[src/rtl/fuzz_resp_misr.sv]
`default_nettype none
// ---------------------------------------------------------------------------
// fuzz_resp_misr : folds fuzz response vectors into a 32-bit MISR and checks
// signature/count against golden values.                         Rev 1.0
// ---------------------------------------------------------------------------
module fuzz_resp_misr #(
    parameter int          DATA_W = 330,
    parameter logic [31:0] POLY   = 32'h04C11DB7,
    parameter logic [31:0] SEED   = 32'hFFFFFFFF,
    parameter int          CNT_W  = 32
) (
    input  logic              clk,
    input  logic              rst,
    input  logic              start,
    input  logic              in_valid,
    input  logic [DATA_W-1:0] in_data,
    output logic              in_ready,
    input  logic              finish,
    input  logic [31:0]       exp_sig,
    input  logic [CNT_W-1:0]  exp_count,
    output logic [31:0]       sig,
    output logic [CNT_W-1:0]  sample_count,
    output logic              busy,
    output logic              done,
    output logic              pass,
    output logic              fail
);

    localparam int NUM_LANES = (DATA_W + 31) / 32;
    localparam int SH_W      = NUM_LANES * 32;
    localparam int LANE_W    = (NUM_LANES > 1) ? $clog2(NUM_LANES) : 1;
    localparam logic [LANE_W-1:0] LAST_LANE = LANE_W'(NUM_LANES - 1);

    typedef enum logic [2:0] {
        S_IDLE  = 3'd0,
        S_ACCUM = 3'd1,
        S_SHIFT = 3'd2,
        S_CMP   = 3'd3,
        S_DONE  = 3'd4
    } state_t;

    state_t             state_q, state_d;
    logic [31:0]        sig_q, sig_d;
    logic [CNT_W-1:0]   cnt_q, cnt_d;
    logic [LANE_W-1:0]  lane_q, lane_d;
    logic [SH_W-1:0]    shreg_q, shreg_d;
    logic               fpend_q, fpend_d;
    logic               pass_q, pass_d;
    logic               fail_q, fail_d;
    logic [31:0]        fold_w;
    logic               match_w;

    always_ff @(posedge clk) begin
        if (rst) begin
            state_q <= S_IDLE;
            sig_q   <= SEED;
            cnt_q   <= '0;
            lane_q  <= '0;
            shreg_q <= '0;
            fpend_q <= 1'b0;
            pass_q  <= 1'b0;
            fail_q  <= 1'b0;
        end else begin
            state_q <= state_d;
            sig_q   <= sig_d;
            cnt_q   <= cnt_d;
            lane_q  <= lane_d;
            shreg_q <= shreg_d;
            fpend_q <= fpend_d;
            pass_q  <= pass_d;
            fail_q  <= fail_d;
        end
    end

    // The low lane of the shift register is always the next lane to fold.
    assign fold_w  = {sig_q[30:0], 1'b0} ^ (sig_q[31] ? POLY : 32'h0) ^ shreg_q[31:0];
    assign match_w = (sig_q == exp_sig) && (cnt_q == exp_count);

    always_comb begin
        state_d = state_q;
        sig_d   = sig_q;
        cnt_d   = cnt_q;
        lane_d  = lane_q;
        shreg_d = shreg_q;
        fpend_d = fpend_q;
        pass_d  = pass_q;
        fail_d  = fail_q;

        if (start) begin
            state_d = S_ACCUM;
            sig_d   = SEED;
            cnt_d   = '0;
            lane_d  = '0;
            fpend_d = 1'b0;
            pass_d  = 1'b0;
            fail_d  = 1'b0;
        end else begin
            case (state_q)
                S_IDLE: begin
                    state_d = S_IDLE;
                end
                S_ACCUM: begin
                    if (in_valid) begin
                        shreg_d              = '0;
                        shreg_d[DATA_W-1:0]  = in_data;
                        lane_d               = '0;
                        state_d              = S_SHIFT;
                        if (finish) begin
                            fpend_d = 1'b1;
                        end
                    end else if (finish) begin
                        state_d = S_CMP;
                    end
                end
                S_SHIFT: begin
                    sig_d   = fold_w;
                    shreg_d = shreg_q >> 32;
                    if (lane_q == LAST_LANE) begin
                        lane_d  = '0;
                        cnt_d   = (&cnt_q) ? cnt_q : cnt_q + CNT_W'(1);
                        state_d = (fpend_q || finish) ? S_CMP : S_ACCUM;
                    end else begin
                        lane_d = lane_q + LANE_W'(1);
                        if (finish) begin
                            fpend_d = 1'b1;
                        end
                    end
                end
                S_CMP: begin
                    pass_d  = match_w;
                    fail_d  = !match_w;
                    fpend_d = 1'b0;
                    state_d = S_DONE;
                end
                S_DONE: begin
                    state_d = S_DONE;
                end
                default: begin
                    state_d = S_IDLE;
                end
            endcase
        end
    end

    assign in_ready     = (state_q == S_ACCUM);
    assign busy         = (state_q == S_ACCUM) || (state_q == S_SHIFT) || (state_q == S_CMP);
    assign done         = (state_q == S_DONE);
    assign pass         = done && pass_q;
    assign fail         = done && fail_q;
    assign sig          = sig_q;
    assign sample_count = cnt_q;

endmodule

`default_nettype wire
[config.mk]
export PLATFORM = sky130hd
export DESIGN_NAME = fuzz_resp_misr
export DESIGN_NICKNAME = d
export VERILOG_FILES = /design/src/rtl/fuzz_resp_misr.sv
export SDC_FILE = /design/constraint.sdc
export NUM_CORES = 1
export LEC_CHECK = 0
export ABC_AREA = 0
export BUFFER_PORTS_ARGS = -buffer_cell sky130_fd_sc_hd__buf_2
export CAP_MARGIN = 15
export CORE_AREA = 3 3 250 252
export DETAILED_ROUTE_END_ITERATION = 8
export DIE_AREA = 0 0 253 255
export PLACE_DENSITY = 0.59
export SETUP_SLACK_MARGIN = 0.1
export SLEW_MARGIN = 20
export SYNTH_ARGS = -nofsm -noshare
export SYNTH_HDL_FRONTEND = slang
export SYNTH_SLANG_ARGS = --single-unit
[constraint.sdc]
create_clock -name clk -period 2.1 [get_ports clk]
set_input_delay 0.21 -clock clk [delete_from_list [all_inputs] [get_ports clk]]
set_output_delay 0.21 -clock clk [all_outputs]
set_load 0.01 [all_outputs]
==> results.yml, run 1 <==
logic_synthesis:
  synth_common_cells: "681 x nand2_1, 404 x dfxtp_1, 319 x nor2_1"
  yosysTopAreaCell: "dfxtp_1"
  synth_edf_count: 0
  yosys.area.top_type_share_pct: 44.7
  ys_seq_area_share_pct: 44.7
  synthesis.nets: 2717
  ys_types: 42
  synth_most_common_cell: "nand2_1"
  synthXorXnorAreaFrac_pct: 5.33
  synth-seq-cells: 404
  synth_ff_type: "dfxtp_1"
  yosys.area_share.adder_pct: 0.208
  avgSynthCellArea_sq_um: 7.81
  synth_simple_gate_area_share_pct: 25.6
  synth_top_family_by_area: "simple AND/OR/NAND/NOR gates"
  syn-cell-area_sq_um: 18100
  synth-compound-area-share_pct: 19.4
  syn_inst: 2315
  yosysWarnings: 0
  synthMuxAreaShare_pct: 0
  async_flop_share_pct: 0
  synthTopCellsByArea: "dfxtp_1 45%, a311oi_1 14%, nand2_1 14%, nor2_1 6.6%, xor2_1 3.3%"
clock_network:
  cts_buffers: 47
  cts_num_sinks: 404
  clk_pin_slew_ps: 60
  cts_root_buf: "clkbuf_16"
  cts_tree: "yes"
  htreeDepth: 2
  clock_latency_ps: 570
  clockBufferDepth: 3
timing:
  hold_viol: 0
  worst_hold_slack_ps: 57.2
  relSlewSlack_pct: 57.2
  clock.fmax_mhz: 496
  tightest_slew_ps: 640
  tns_ps: 0
  clock_skew_ps: 14.4
  fin_ws_ps: 83.9
  drv_slew: 0
  fin_crit_sh_pct: 96.0
  period_minus_slack_ps: 2020
  setup-violations-final: 0
  rsz0062_at_grt: "yes"
placement:
  pre_cts_ws_ps: 43.2
  dp_hpwl_mm: 50.6
  port_buffers: 467
  gp_congestion: 0.867
  dp_cells: 3478
worst_setup_path:
  setup.worst_path.end_class: "flop"
  path_delay_family: "simple AND/OR/NAND/NOR gates"
  slowest_stage: "or3b_4"
  r2r_slack_ps: 80
  crit_arrival_ps: 2510
  critical_path_class: "flop to flop"
  max_stage_delay_ps: 450
  worstPathMaxFanout: 6
  regToRegStartpoint: "state_q[2]$_SDFFE_PP0P_"
  cp-start-kind: "flop"
  cp.required_ps: 2590
  crit_chain: "or3b_4, or2_4, buf_6, or3_4, or3_1, a21oi_1"
  worst-path-buf-inv: 1
  r2r_cells: 6
  worstReg2RegEnd: "sample_count[9]$_SDFFE_PP0P_"
finish:
  n_fill_cell: 5912
  nets: 3498
  drive_gt1_share_pct: 23.0
  fin_util_pct: 45.1
  multi_input_area_sq_um: 9250
  register_area_sq_um: 8100
  syn_to_final_growth_pct: 50.7
  stdcell_count: 3916
global_routing:
  grt_pass1_wl_mm: 110
  track_usage_pct: 21.7
  grt_antenna_before_repair: 4
  overflow: 0
  grt_pass1_vias: 18897
  grt_max_degree: 132
floorplanning:
  rows: 90
  fp.dieW_um: 253
  io_pins: 468
  die-area_sq_um: 64500
  die_h_um: 255
  coreArea_sq_um: 60400
  initial_utilization_pct: 30.0
routing:
  ant_nets: 0
  drtIter0Drc: 1493
  post-route-drc-count: 0
  wl_per_cell_um: 19.3
  wirelength_mm: 75.7
  via_per_inst: 5.07
  vias: 19852
  firstDrtPassIters: 5
power:
  pwr-share-clk_pct: 43.1
  cellLeakagePower_nw: 10.9
  intPower_mw: 14.2
  ir_worst_vdd_uv: 499
  p_sw_share_pct: 25.8
  p_switching_mw: 4.93
  pwr_density_cell_nw_per_um2: 703
  power_frac_seq_pct: 43.3
  combPwrFrac_pct: 13.7
worst_hold_path:
  holdPathEnd: "state_q[0]$_SDFFE_PP0P_"
  min_path_type: "primary input to flop"
  hold_depth: 2
  min_from: "rst"
job:
  drv_cap: 0
run_status:
  status: "complete, no violations"
## area by class of cell
class	count	share of cell area [%]
inverters	7	0.0964
diodes	4	0.0367
clock buffers	68	4.86
repair buffers	942	27.0
flip-flops and latches	404	29.7
multi-input cells	1694	33.9
clock inverters	15	0.684
well taps	782	3.59
## kinds of logic (layout without fill, tap and decap cells)
logic type                 count (synthesis)  count (layout)
AOI/OAI and AO/OA                        442             442
xor gates and xnor gates                 110             110
adders and majority gates                  3               3
buffers and inverters                    217            1032
DFF                                      404             404
other                                      0               4
and+or+nand+nor                         1139            1139
## what timing repair did
| action | CTS | global route |
|---|---|---|
| hold endpoints to repair | 333 | 0 |
| buffers inserted | 2 | 7 |
| hold buffers | 333 | 0 |
| resized for setup | 3 | 53 |
| pin swaps | 5 | 21 |
| setup endpoints to repair | 3 | 322 |
| cloned | 0 | 9 |
## worst max path at each step
stage                                  startpoint                             to  cells past startpoint
floorplan           sample_count[13]$_SDFFE_PP0P_   sample_count[6]$_SDFFE_PP0P_                      8
global placement          state_q[2]$_SDFFE_PP0P_  sample_count[11]$_SDFFE_PP0P_                      5
detailed placement        state_q[2]$_SDFFE_PP0P_  sample_count[11]$_SDFFE_PP0P_                      5
CTS                       state_q[0]$_SDFFE_PP0P_  sample_count[11]$_SDFFE_PP0P_                      5
global route              state_q[2]$_SDFFE_PP0P_      shreg_q[107]$_SDFFE_PP0P_                      6
finish                    state_q[2]$_SDFFE_PP0P_   sample_count[9]$_SDFFE_PP0P_                      6
## cells in the final DEF, fill, tap and decap left out, types with 8 or more instances in the layout
cell,n
o211ai_1,35
or3_1,11
buf_16,10
nor4_1,14
xnor2_1,41
nor2_1,314
or4_1,15
nand2_1,680
nand3_1,47
a21oi_1,62
dlygate4sd3_1,333
buf_2,466
dfxtp_1,391
a311oi_1,295
buf_12,19
clkinv_2,8
nand4_1,16
o21ai_1,10
clkbuf_1,14
xor2_1,69
dfxtp_2,13
o31ai_1,14
clkbuf_16,56
buf_4,97
## routing by layer
layer  up-vias  wire, um  GRT usage, %
li1       9709         -             -
met1      9218     32400          27.8
met2       751     35800          36.7
met3       174      4530          3.48
met4         0      3010          8.91
met5         -         0             0
## state kept, by name, summed over array words and instances (netlist names)
name and flops:
fail_q 1, fpend_q 1, lane_q 4, pass_q 1
sample_count 32, shreg_q 330, sig 32, state_q 3
## power groups by stage
| stage | clock, mW | combinational, mW | sequential (mW) |
|---|---|---|---|
| after global placement | 0 | 1.98 | 8.46 |
| after CTS | 8.47 | 2.48 | 8.29 |
| after floorplan | 0 | 1.15 | 8.35 |
| after global routing | 8.73 | 2.87 | 8.33 |
| final | 8.25 | 2.62 | 8.29 |
| after detailed placement | 0 | 1.99 | 8.46 |
## per-stage QoR
stage / total power [mW] / cell area (sq um)
2_1_floorplan: 9.50 / 18100
3_3_place_gp: 10.4 / 21800
3_5_place_dp: 10.4 / 21800
4_1_cts: 19.2 / 26700
5_1_grt: 19.9 / 27200
6_report: 19.2 / 27200
Note: power is estimated with default switching activity, not from simulation.
==> run 2: changes to the inputs <==
GPL_TIMING_DRIVEN = 0   (was not set)
SETUP_SLACK_MARGIN = 0.05   (was 0.1)
==> run 2 against run 1 <==
The flow now finishes with violations (negative setup slack); via count increased by 4.4%; worst hold slack improved by 47 ps; critical endpoint is now sample_count[26]$_SDFFE_PP0P_; highest routed layer unchanged; final area increased by 0.95%; largest power group is now the clock network.
==> results.yml, run 2 (synthesized netlist as in run 1, its figures left out) <==
routing:
  wirelength_mm: 82.4
  vias: 20716
  ant_nets: 0
  post-route-drc-count: 0
  wl_per_cell_um: 20.4
  drtIter0Drc: 1299
  firstDrtPassIters: 5
  via_per_inst: 5.14
global_routing:
  track_usage_pct: 24.4
  overflow: 0
  grt_antenna_before_repair: 6
  grt_max_degree: 13
  grt_pass1_vias: 20659
  grt_pass1_wl_mm: 122
worst_hold_path:
  min_path_type: "primary input to flop"
job:
  drv_cap: 0
floorplanning:
  die-area_sq_um: 64500
  io_pins: 468
  coreArea_sq_um: 60400
  fp.dieW_um: 253
  initial_utilization_pct: 30.0
  die_h_um: 255
  rows: 90
worst_setup_path:
  worstReg2RegEnd: "sample_count[26]$_SDFFE_PP0P_"
  worstPathMaxFanout: 6
  slowest_stage: "or4_4"
  cp.required_ps: 2600
  cp-start-kind: "flop"
  path_delay_family: "simple AND/OR/NAND/NOR gates"
  crit_arrival_ps: 2610
  max_stage_delay_ps: 590
  critical_path_class: "flop to flop"
  worst-path-buf-inv: 1
  r2r_cells: 6
  path_depth: 6
  crit_path_end: "sample_count[26]$_SDFFE_PP0P_"
  crit_chain: "or3b_4, buf_12, nor2_4, nand4_1, or4_4, a21oi_2"
  regToRegStartpoint: "state_q[2]$_SDFFE_PP0P_"
  r2r_slack_ps: -20
  crit_start: "state_q[2]$_SDFFE_PP0P_"
  setup.worst_path.end_class: "flop"
timing:
  period_minus_slack_ps: 2120
  setup-violations-final: 2
  rsz0062_at_grt: "yes"
  clock.fmax_mhz: 473
  tns_ps: -18.3
  tightest_slew_ps: 864
  clock_skew_ps: 12.3
  fin_crit_sh_pct: 101
  drv_slew: 0
  fin_ws_ps: -16.1
  relSlewSlack_pct: 41.8
  hold_viol: 0
power:
  ir_worst_vdd_uv: 599
  power_mw: 19.5
  pwr_density_cell_nw_per_um2: 710
  cellLeakagePower_nw: 11.1
clock_network:
  cts_tree: "yes"
  clockBufferDepth: 3
  htreeDepth: 2
  clock_latency_ps: 570
  cts_num_sinks: 404
  cts_root_buf: "clkbuf_16"
  cts_buffers: 46
  clk_pin_slew_ps: 60
placement:
  placed_cell_area_sq_um: 21400
  gp_congestion: 0.907
  pre_cts_ws_ps: -1930
  dp_hpwl_mm: 60.5
  port_buffers: 466
finish:
  drive_gt1_share_pct: 24.8
  register_area_sq_um: 8120
  multi_input_area_sq_um: 9340
  largest_register_ffs: 330
  n_fill_cell: 5856
  syn_to_final_growth_pct: 52.2
  final_common_cell: "nand2_1"
  nets: 3610
  fin_util_pct: 45.6
  final_area_sq_um: 27500
  top_register: "shreg_q"
  final_cell_mix: "680 x nand2_1, 486 x buf_2, 381 x dfxtp_1"
run_status:
  violations: "negative setup slack"
  status: "complete, but fails checks"
## run 2: routing by layer
layer | up-vias | GRT usage [%] | wire length, um
met3 | 192 | 3.94 | 5560
met2 | 869 | 42.6 | 39400
met1 | 9693 | 30.2 | 34100
met4 | 0 | 9.62 | 3300
li1 | 9962 | - | -
met5 | - | 0 | 0
## run 2: where the power goes
group / switching (mW) / internal (mW)
combinational: 1.39 / 1.30
clock: 3.35 / 5.20
sequential: 0.264 / 8.03
total: 5.01 / 14.5
## run 2: what timing repair did
item | CTS | global route
pin swaps | 23 | 41
setup buffers | 29 | 17
gates cloned | 1 | 1
hold buffers | 333 | 0
endpoints found under the hold margin | 333 | 0
resized for setup | 181 | 166
endpoints found under the setup margin | 401 | 379
## run 2: metrics by stage
step / cells / hold WS, ps
final: 4031 / 104
after detailed placement: 3563 / 446
after CTS: 4008 / 70.8
after floorplan: 2315 / 339
after global placement: 3563 / 441
after global routing: 4027 / 104
## run 2: final cells by class
type,count,share of cell area [%]
inverter,7,0.0955
timing repair buffer,847,22.2
clock inverter,15,0.773
clock buffer,67,5.06
antenna,7,0.0637
sequential,404,29.5
buffer,208,4.82
tap,782,3.56
multi-input combinational,1694,33.9
## run 2: worst reg2reg max path, cell delays in order (launching register included)
cell,delay [ps]
dfxtp_4,380
or3b_4,440
buf_12,160
nor2_4,120
nand4_1,240
or4_4,590
a21oi_2,120
## run 2: worst min path at each step
stage | start | end | slack (ps) | cells past startpoint
detailed placement | shreg_q[329]$_SDFFE_PP0P_ | shreg_q[329]$_SDFFE_PP0P_ | 450 | 2
global placement | shreg_q[305]$_SDFFE_PP0P_ | shreg_q[305]$_SDFFE_PP0P_ | 440 | 2
finish | exp_count[16] | fail_q$_SDFFE_PP0N_ | 100 | 5
CTS | exp_count[16] | fail_q$_SDFFE_PP0N_ | 70 | 5
floorplan | start | state_q[0]$_SDFFE_PP0P_ | 340 | 2
global route | exp_sig[0] | fail_q$_SDFFE_PP0N_ | 100 | 5
==> run 3: changes to the inputs <==
HOLD_SLACK_MARGIN = 0.02   (was not set)
SETUP_SLACK_MARGIN = 0.5   (was 0.05)
SKIP_CTS_REPAIR_TIMING = 1   (was not set)
==> run 3 against run 2 <==
The run still ends with negative setup slack left; non-clock buffer count fell by 20; clock skew grew 6.9 ps; flip-flop and latch count unchanged; largest cell class unchanged; highest routed layer unchanged.
==> results.yml, run 3 (synthesized netlist as in run 1, its figures left out) <==
run_status:
  status: "complete, but fails checks"
  violations: "negative setup slack"
worst_setup_path:
  setup.worst_path.end_class: "flop"
  cp-start-kind: "flop"
  crit_arrival_ps: 2680
  worstPathMaxFanout: 8
  critical_path_class: "flop to flop"
  cp.required_ps: 2580
  r2r_cells: 8
clock_network:
  clock_latency_ps: 570
  htreeDepth: 2
  cts_tree: "yes"
  cts_num_sinks: 404
  cts_root_buf: "clkbuf_16"
  clk_pin_slew_ps: 60
  clockBufferDepth: 3
  cts_buffers: 47
timing:
  setup-violations-final: 12
  fin_ws_ps: -99.9
  period_minus_slack_ps: 2200
  hold_viol: 0
  tns_ps: -587
  clock.fmax_mhz: 455
  relSlewSlack_pct: 42.3
  fin_crit_sh_pct: 105
  rsz0062_at_grt: "yes"
  tightest_slew_ps: 866
  clock_skew_ps: 19.2
  drv_slew: 0
routing:
  drtIter0Drc: 1451
  wirelength_mm: 81.5
  vias: 20539
  via_per_inst: 5.13
  firstDrtPassIters: 6
  ant_nets: 0
  wl_per_cell_um: 20.4
  post-route-drc-count: 0
power:
  cellLeakagePower_nw: 10.9
  power_mw: 19.3
  ir_worst_vdd_uv: 604
  pwr_density_cell_nw_per_um2: 707
floorplanning:
  die_h_um: 255
  rows: 90
  initial_utilization_pct: 30.0
  io_pins: 468
  fp.dieW_um: 253
  coreArea_sq_um: 60400
  die-area_sq_um: 64500
global_routing:
  grt_antenna_before_repair: 1
  overflow: 0
  grt_pass1_wl_mm: 109
  grt_max_degree: 13
  grt_pass1_vias: 18219
  track_usage_pct: 22.3
placement:
  pre_cts_ws_ps: -1580
  gp_congestion: 0.883
  dp_cells: 3563
  dp_hpwl_mm: 60.8
  port_buffers: 466
finish:
  stdcell_count: 4004
  syn_to_final_growth_pct: 50.9
  drive_gt1_share_pct: 23.5
  fin_util_pct: 45.2
  n_fill_cell: 5896
  final_common_cell: "nand2_1"
  nets: 3591
  largest_register_ffs: 330
  top_register: "shreg_q"
  final_cell_mix: "678 x nand2_1, 491 x buf_2, 393 x dfxtp_1"
worst_hold_path:
  hold_depth: 3
  min_path_type: "primary input to flop"
job:
  drv_cap: 0
## run 3: changes by cell type in the layout (fill, tap and decap cells not counted), moves of 5 or more
cell / change
a21oi_1: +6
dfxtp_2: -10
dfxtp_1: +12
a21oi_2: -6
diode_2: -5
buf_4: +9
clkbuf_8: -5
a311oi_1: -7
buf_8: +10
a311oi_2: +7
buf_2: +5
buf_6: -20
clkbuf_2: -24
clkbuf_1: +10
## run 3: final cells by class
cell class / count / area, sq um / share of cell area [%]
antenna: 2 / 5.00 / 0.0183
buffer: 210 / 1430 / 5.25
clock buffer: 70 / 1360 / 4.99
clock inverter: 10 / 160 / 0.587
inverter: 7 / 26.3 / 0.0963
multi-input combinational: 1694 / 9320 / 34.2
sequential: 404 / 8100 / 29.7
tap: 782 / 978 / 3.59
timing repair buffer: 825 / 5890 / 21.6
## run 3: metrics by stage
stage	instance area (sq um)	hold WS [ps]
final	27300	6.45
after global routing	27300	25.5
after CTS	23000	-131
after detailed placement	21500	445
after global placement	21500	439
after floorplan	18200	339
## run 3: worst max-delay path, cell delays in order, from the launching register on
cell	delay [ps]
dfxtp_1	300
buf_6	140
or3b_4	440
buf_12	170
nor2_4	120
nand4_1	150
buf_4	220
or4_4	470
a21oi_1	120
## run 3: power breakdown
group	switching (mW)	internal [mW]	total [mW]
clock network	3.33	4.95	8.28
registers	0.263	8.03	8.30
logic	1.39	1.33	2.72
total	4.99	14.3	19.3
## run 3: metal layers
| layer | up-vias | part of all wire [%] | global-route usage (%) |
|---|---|---|---|
| met5 | - | 0 | 0 |
| li1 | 9896 | - | - |
| met4 | 0 | 3.1 | 7.05 |
| met3 | 165 | 6.1 | 3.76 |
| met1 | 9679 | 42 | 28.3 |
| met2 | 799 | 49 | 38.7 |
## run 3: final timing paths
| check | slack [ps] | start | to |
|---|---|---|---|
| hold / removal | 6 | in_data[97] | shreg_q[97]$_SDFFE_PP0P_ |
| setup reg to reg | -100 | state_q[2]$_SDFFE_PP0P_ | sample_count[30]$_SDFFE_PP0P_ |
| setup / recovery | -100 | state_q[2]$_SDFFE_PP0P_ | sample_count[30]$_SDFFE_PP0P_ |
| hold reg to reg | 450 | shreg_q[316]$_SDFFE_PP0P_ | shreg_q[316]$_SDFFE_PP0P_ |
